**src/rtl/reset_sequencer.sv**
```systemverilog
// Staged reset release (sdram -> sys -> cpu) gated by a stable PLL lock and a debounced reset button.
// Optional macro PLL_LOCK_MONITOR_EN adds a saturating lock-loss event counter on lock_loss_count.
//
// state     | meaning
// ----------+-----------------------------------------------------------
// WAIT_LOCK | all resets held; counting consecutive stable-lock cycles
// REL_SDRAM | sdram_reset released; timing the stage delay
// REL_SYS   | sdram/sys resets released; timing the stage delay
// RUN       | all resets released, ready high until lock loss or button

module reset_sequencer #(
  parameter int LOCK_STABLE_CYCLES  = 1024,
  parameter int STAGE_DELAY         = 16,
  parameter int BTN_DEBOUNCE_CYCLES = 65536
) (
  input  logic       clk,
  input  logic       reset,
  input  logic       pll_locked,
  input  logic       btn_reset_n,
  output logic       sdram_reset,
  output logic       sys_reset,
  output logic       cpu_reset,
  output logic       ready
`ifdef PLL_LOCK_MONITOR_EN
  ,
  output logic [7:0] lock_loss_count
`endif
);

  localparam int CNT_MAX = (LOCK_STABLE_CYCLES > STAGE_DELAY) ? LOCK_STABLE_CYCLES : STAGE_DELAY;
  localparam int CW      = $clog2(CNT_MAX + 1);
  localparam int DW      = $clog2(BTN_DEBOUNCE_CYCLES + 1);

  typedef enum logic [1:0] {WAIT_LOCK, REL_SDRAM, REL_SYS, RUN} state_t;

  state_t          r_state;
  logic [CW-1:0]   r_cnt;
  logic [DW-1:0]   r_db_cnt;
  logic            r_btn_act;
  logic            r_lock_meta, r_locked_s;
  logic            r_btn_meta, r_btn_s;
  logic            r_sdram_reset, r_sys_reset, r_cpu_reset, r_ready;
  logic            w_abort;

  always_ff @(posedge clk) begin
    if (reset) begin
      r_lock_meta <= 1'b0;
      r_locked_s  <= 1'b0;
      r_btn_meta  <= 1'b0;
      r_btn_s     <= 1'b0;
    end else begin
      r_lock_meta <= pll_locked;
      r_locked_s  <= r_lock_meta;
      r_btn_meta  <= btn_reset_n;
      r_btn_s     <= r_btn_meta;
    end
  end

  // btn_act latches once the press has lasted long enough and drops on the first released sample
  always_ff @(posedge clk) begin
    if (reset) begin
      r_db_cnt  <= '0;
      r_btn_act <= 1'b0;
    end else if (r_btn_s) begin
      r_db_cnt  <= '0;
      r_btn_act <= 1'b0;
    end else if (r_db_cnt == DW'(BTN_DEBOUNCE_CYCLES - 1)) begin
      r_btn_act <= 1'b1;
    end else begin
      r_db_cnt <= r_db_cnt + 1'b1;
    end
  end

  assign w_abort = (r_state != WAIT_LOCK) && (!r_locked_s || r_btn_act);

  always_ff @(posedge clk) begin
    if (reset) begin
      r_state       <= WAIT_LOCK;
      r_cnt         <= '0;
      r_sdram_reset <= 1'b1;
      r_sys_reset   <= 1'b1;
      r_cpu_reset   <= 1'b1;
      r_ready       <= 1'b0;
    end else if (w_abort) begin
      r_state       <= WAIT_LOCK;
      r_cnt         <= '0;
      r_sdram_reset <= 1'b1;
      r_sys_reset   <= 1'b1;
      r_cpu_reset   <= 1'b1;
      r_ready       <= 1'b0;
    end else begin
      case (r_state)
        WAIT_LOCK: begin
          if (!r_locked_s || r_btn_act) begin
            r_cnt <= '0;
          end else if (r_cnt == CW'(LOCK_STABLE_CYCLES - 1)) begin
            r_state       <= REL_SDRAM;
            r_cnt         <= '0;
            r_sdram_reset <= 1'b0;
          end else begin
            r_cnt <= r_cnt + 1'b1;
          end
        end
        REL_SDRAM: begin
          if (r_cnt == CW'(STAGE_DELAY - 1)) begin
            r_state     <= REL_SYS;
            r_cnt       <= '0;
            r_sys_reset <= 1'b0;
          end else begin
            r_cnt <= r_cnt + 1'b1;
          end
        end
        REL_SYS: begin
          if (r_cnt == CW'(STAGE_DELAY - 1)) begin
            r_state     <= RUN;
            r_cnt       <= '0;
            r_cpu_reset <= 1'b0;
            r_ready     <= 1'b1;
          end else begin
            r_cnt <= r_cnt + 1'b1;
          end
        end
        RUN: begin
          r_cnt <= '0;
        end
        default: begin
          r_state <= WAIT_LOCK;
          r_cnt   <= '0;
        end
      endcase
    end
  end

  assign sdram_reset = r_sdram_reset;
  assign sys_reset   = r_sys_reset;
  assign cpu_reset   = r_cpu_reset;
  assign ready       = r_ready;

`ifdef PLL_LOCK_MONITOR_EN
  logic       r_locked_d;
  logic [7:0] r_lock_loss_cnt;

  // A lock drop seen outside WAIT_LOCK is one event, counted on the same edge the FSM aborts
  always_ff @(posedge clk) begin
    if (reset) begin
      r_locked_d      <= 1'b0;
      r_lock_loss_cnt <= 8'd0;
    end else begin
      r_locked_d <= r_locked_s;
      if (r_locked_d && !r_locked_s && (r_state != WAIT_LOCK) && (r_lock_loss_cnt != 8'hFF))
        r_lock_loss_cnt <= r_lock_loss_cnt + 8'd1;
    end
  end

  assign lock_loss_count = r_lock_loss_cnt;
`endif

endmodule

```
**config.mk**
```make
export PLATFORM = sky130hd
export DESIGN_NAME = reset_sequencer
export DESIGN_NICKNAME = d
export VERILOG_FILES = /design/src/rtl/reset_sequencer.sv
export SDC_FILE = /design/constraint.sdc
export NUM_CORES = 1
export LEC_CHECK = 0
export BUFFER_PORTS_ARGS = -buffer_cell sky130_fd_sc_hd__buf_2
export CORE_UTILIZATION = 34
export CTS_BUF_LIST = sky130_fd_sc_hd__clkbuf_2
export CTS_CLUSTER_DIAMETER = 40
export CTS_CLUSTER_SIZE = 16
export DETAILED_ROUTE_END_ITERATION = 8
export PLACE_DENSITY_LB_ADDON = 0.2
export SYNTH_ARGS = -nofsm -noshare
export SYNTH_HDL_FRONTEND = slang
export SYNTH_SLANG_ARGS = --single-unit
```
**constraint.sdc**
```tcl
create_clock -name clk -period 5.3 [get_ports clk]
set_input_delay 1.06 -clock clk [delete_from_list [all_inputs] [get_ports clk]]
set_output_delay 1.06 -clock clk [all_outputs]
set_load 0.05 [all_outputs]
```
### Yosys cells after proc, flatten, opt, wreduce, memory -nomap -nowiden

Cells that the tools add are included.

* eq/ne operators: 10
* bitwise gates (word level): 1
* multiplexer cells: 9
* add/subtract/negate cells: 2
* reduce and logical (&&, ||, !) cells: 13

Operators by type and width (count)
* $mux 11: 3
* $pmux 11 s3: 1
* $add 17x1->17 const B: 1
* $eq 17x16->1 const B: 1
* $add 11x1->11 const B: 1
* $eq 11x10->1 const B: 1
* $eq 11x4->1 const B: 1
* $mux 2: 4
* $ne 2x2->1 const B: 4
* $pmux 2 s3: 1
* $reduce_or 2->1: 3
* $reduce_and 5->1: 1
* $eq 2x2->1 const B: 2
* $reduce_and 2->1: 2
* $reduce_and 3->1: 1
* $reduce_bool 3->1: 1
* $eq 2x1->1 const B: 1
* $logic_not 2->1: 1
* $reduce_bool 2->1: 1
* $logic_and 1x1->1: 1
* $logic_not 1->1: 1
* $logic_or 1x1->1: 1
* $not 1->1: 1

* register bits after elaboration: 39
* word-level logic and storage cells: 47

### Logic depth before layout (Yosys ltp)

* depth after elaboration: 4
* depth in mapped cells: 10

### Least setup slack after synthesis

Ideal clock, no wire load.

* path type: register to register
* start point: reg r_db_cnt[0]
* end point: reg r_db_cnt[13]
* data required time: 5.184 ns
* setup time: 0.116 ns
* arrival: 2.092 ns
* path slack: 3.091 ns
* stages on the path, launching flop included: 11
* path through: dfxtp_1 > ha_1 > nand2_1 > nor4_1 > and3_1 > ha_1 > clkbuf_1 > nand4b_1 > nor4_1 > a21oi_1 > a31o_2

* word-level cells in the longest chain between the ends: 1

Ends and longest elaborated chain
* from (decl): RTL line 38 `logic [DW-1:0] r_db_cnt;`
* from (signal assigned): RTL line 70 `r_db_cnt <= r_db_cnt + 1'b1;`
* $add 17x1->17 or $eq 17x16->1 (tied branches): RTL line 70, 67

Several ways; a longest one is shown, not always the timed one.
A chain may end at the register's enable or synchronous reset.

### Final worst setup path

Same ends and word-level chain as after synthesis.

==> flow_summary.ini <==
[power_and_ir_drop]
swShare_pct = 22.51
p_int_mw = 0.3321
seqPwrFrac_pct = 69.9
combinationalPowerShare_pct = 3.2
p_sw_mw = 0.09650
power_density_nw_per_um2 = 222.6
ir_drop_v = 0.00009164
power_frac_clock_pct = 26.9
p_leak_nw = 0.6745

[critical_path]
reg2reg_from = r_db_cnt[0]$_SDFFE_PP0P_
cp_max_fo = 11
crit_start = r_db_cnt[0]$_SDFFE_PP0P_
worstSetupPathType = flip-flop to flip-flop
required_ns = 5.58
cp.arrival_ns = 2.67
endpoint_kind = flip-flop
cp_slowest_stage_delay_ns = 0.47
path_buf_inv = 0
crit_chain = ha_1 > nand2_1 > nor4_1 > and3_1 > ha_1 > nand4b_1 > nor4_1 > a21oi_1 > a31o_2
cp-start-kind = flip-flop
slowest_stage = nor4_1
cp_top_family = simple AND/OR/NAND/NOR gates

[synth]
synth-async-reset-ratio_pct = 0
synth_area_leaders = dfxtp_1 44%, nor2_1 7.6%, ha_1 6.3%, xnor2_1 4.9%, xor2_1 3.9%
synthXorXnorAreaFrac_pct = 8.817
ys_warn_count = 0
synthesis.area_sq_um = 1788
synth_mux_area_share_pct = 1.120
syn_area_per_cell_sq_um = 8.808
synth_edf_count = 0
ys_seq_area_share_pct = 43.67
synthAdderAreaFrac_pct = 6.298
synth_nets = 216
synth_compound_gate_area_share_pct = 8.677
ys_types = 42
synth_top_family_by_area = simple AND/OR/NAND/NOR gates
synth-seq-cells = 39
yosys.area_share.simple_pct = 28.90
yosys.area.top_type = dfxtp_1
synth_top_area_share_pct = 43.67
synthCells = 203
yosys_most_used_dff = dfxtp_1

[sta]
setup_viol = 0
fmax_mhz = 418.3
hold_violations = 0
setup_tns_ns = 0
worst_pin_slew_ns = 0.5729
fin_crit_sh_pct = 45.10
finalMaxSlewViolations = 0
slew_headroom_pct = 61.45
rsz0062_at_grt = no
period_minus_slack_ns = 2.390
fin_skew_ns = 0.01223

[final_layout]
ff_latch_area_sq_um = 780.7
drive_gt1_share_pct = 10.38
antenna_cells = 0
final_cell_area_sq_um = 1926
nets = 226
multi_input_area_sq_um = 962.2
fill_cells = 542
area_growth_pct = 7.698

[die]
die-area_sq_um = 5552
die_w_um = 74.52
io_pins = 8
start_util_pct = 35.23
rows = 26
chipHeight_um = 74.52
core_area_sq_um = 5075

[placement]
globalplace.congestion = 0.7246
post_dp_cell_area_sq_um = 1896
post-dp-hpwl_mm = 2.177
portBuffers = 7

[clock_network]
cts_buffers = 5
cts_sinks = 39
cts.clk_slew.worst_paths_ns = 0.17
cts_resized = 0
cts_setup_buffers = 0
cts_tree = yes
cts_buffer_depth = 2
hold_buffers = 0
htreeDepth = 2
insertion_delay_ns = 0.37
clockRootBuffer = clkbuf_2

[job]
drv_cap = 0

[global_routing]
grt-ovfl-total = 0
grt_pass1_vias = 1249
antenna_found_initial = 0
grt_pass1_wl_mm = 5.451
track_usage_pct = 12.88
grt_max_degree = 19

[drt]
vias = 1315
drcViolationCount = 0
wire_per_inst_um = 10.78
dr.pass1.iters = 4
via_per_inst = 4.663
finalWirelength_mm = 3.039
drtIter0Drc = 66
drtAntennaViolNets = 0

[min_path]
min_from = ready$_SDFFE_PP0P_
hp-class = flip-flop to flip-flop

[outcome]
status = finished, final reports clean
state kept, by name (all words and copies together), names as in the netlist:
signal and cells:
r_cnt 11, cpu_reset 1, sdram_reset 1, r_btn_act 1, r_btn_meta 1, r_db_cnt 17
r_lock_meta 1, sys_reset 1, r_locked_s 1, ready 1, r_state 2, r_btn_s 1
area by class of cell:
cell class | instances | area share (%)
multi-input combinational | 152 | 49.97
sequential | 39 | 40.55
tap | 70 | 4.548
timing repair buffer | 7 | 1.819
inverter | 8 | 1.559
clock buffer | 6 | 1.559
cells in the final DEF (no fill, tap or decap), drive strengths merged, types with 2 or more instances in the layout:
cell type  instances
dfxtp             39
nor2              36
nand2             14
nand3             11
xnor2             10
ha                 9
inv                8
a21oi              8
xor2               8
nor3               7
buf                7
nor2b              6
clkbuf             6
nand4              5
and3               5
nor4               3
nand2b             3
nand3b             2
o31ai              2
mux2i              2
a21o               2
a31o               2
or3                2
worst register-to-register path, stage by stage (launching register included):
cell and delay (ns):
dfxtp_1 0.37, ha_1 0.23, nand2_1 0.09, nor4_1 0.06
and3_1 0.18, ha_1 0.30, nand4b_1 0.26, nor4_1 0.47
a21oi_1 0.14, a31o_2 0.22
metrics by stage:
step	cells	utilization (%)	hold slack, ns	power [mW]	setup WS, ns
after floorplan	203	-	0.4138	0.3155	3.091
after global placement	276	37.35	0.4248	0.3197	2.983
after detailed placement	276	37.35	0.4347	0.3194	2.909
after CTS	282	37.94	0.4578	0.4378	2.887
after global routing	282	37.94	0.4777	0.4535	2.662
final	282	37.94	0.4548	0.4286	2.910
cells in the mapped netlist (all sizes together) (2+ instances only):
master / count
and3: 5
xor2: 8
a31o: 2
a21o: 2
ha: 9
nand3b: 2
nor3: 7
nand3: 11
xnor2: 10
nand2b: 3
mux2i: 2
nor4: 3
clkbuf: 3
nand4: 5
nor2: 36
nand2: 14
a21oi: 8
dfxtp: 39
o31ai: 2
or3: 2
inv: 8
nor2b: 6
power groups by stage:
stage               sequential, mW  combinational, mW  clock [mW]
CTS                          0.300             0.0139       0.124
global route                 0.301             0.0160       0.137
detailed placement           0.306             0.0137           0
floorplan                    0.305             0.0107           0
finish                       0.300             0.0135       0.115
global placement             0.306             0.0140           0
metal layers:
metal / vias to the layer above / track usage (%) / routed length, um
met4: 0 / 3.774 / 27
met3: 2 / 5.691 / 115
met1: 576 / 17.58 / 1709
li1: 719 / - / -
met5: - / 0 / 0
met2: 18 / 18.22 / 1186
cells by family after synthesis:
| kind of cell | Yosys count |
|---|---|
| and+or+nand+nor | 101 |
| DFF | 39 |
| AOI/OAI and AO/OA | 22 |
| xor gates and xnor gates | 18 |
| buffers and inverters | 12 |
| adders and majority gates | 9 |
| muxes | 2 |
final timing paths:
check             slack [ns]                   endpoint  cells after the start
setup / recovery        2.91  r_db_cnt[13]$_SDFFE_PP0P_                      9
hold / removal          0.45         ready$_SDFFE_PP0P_                      2
setup reg to reg        2.91  r_db_cnt[13]$_SDFFE_PP0P_                      9
hold reg to reg         0.45         ready$_SDFFE_PP0P_                      2
No activity file was read; power rests on OpenSTA's default activity.
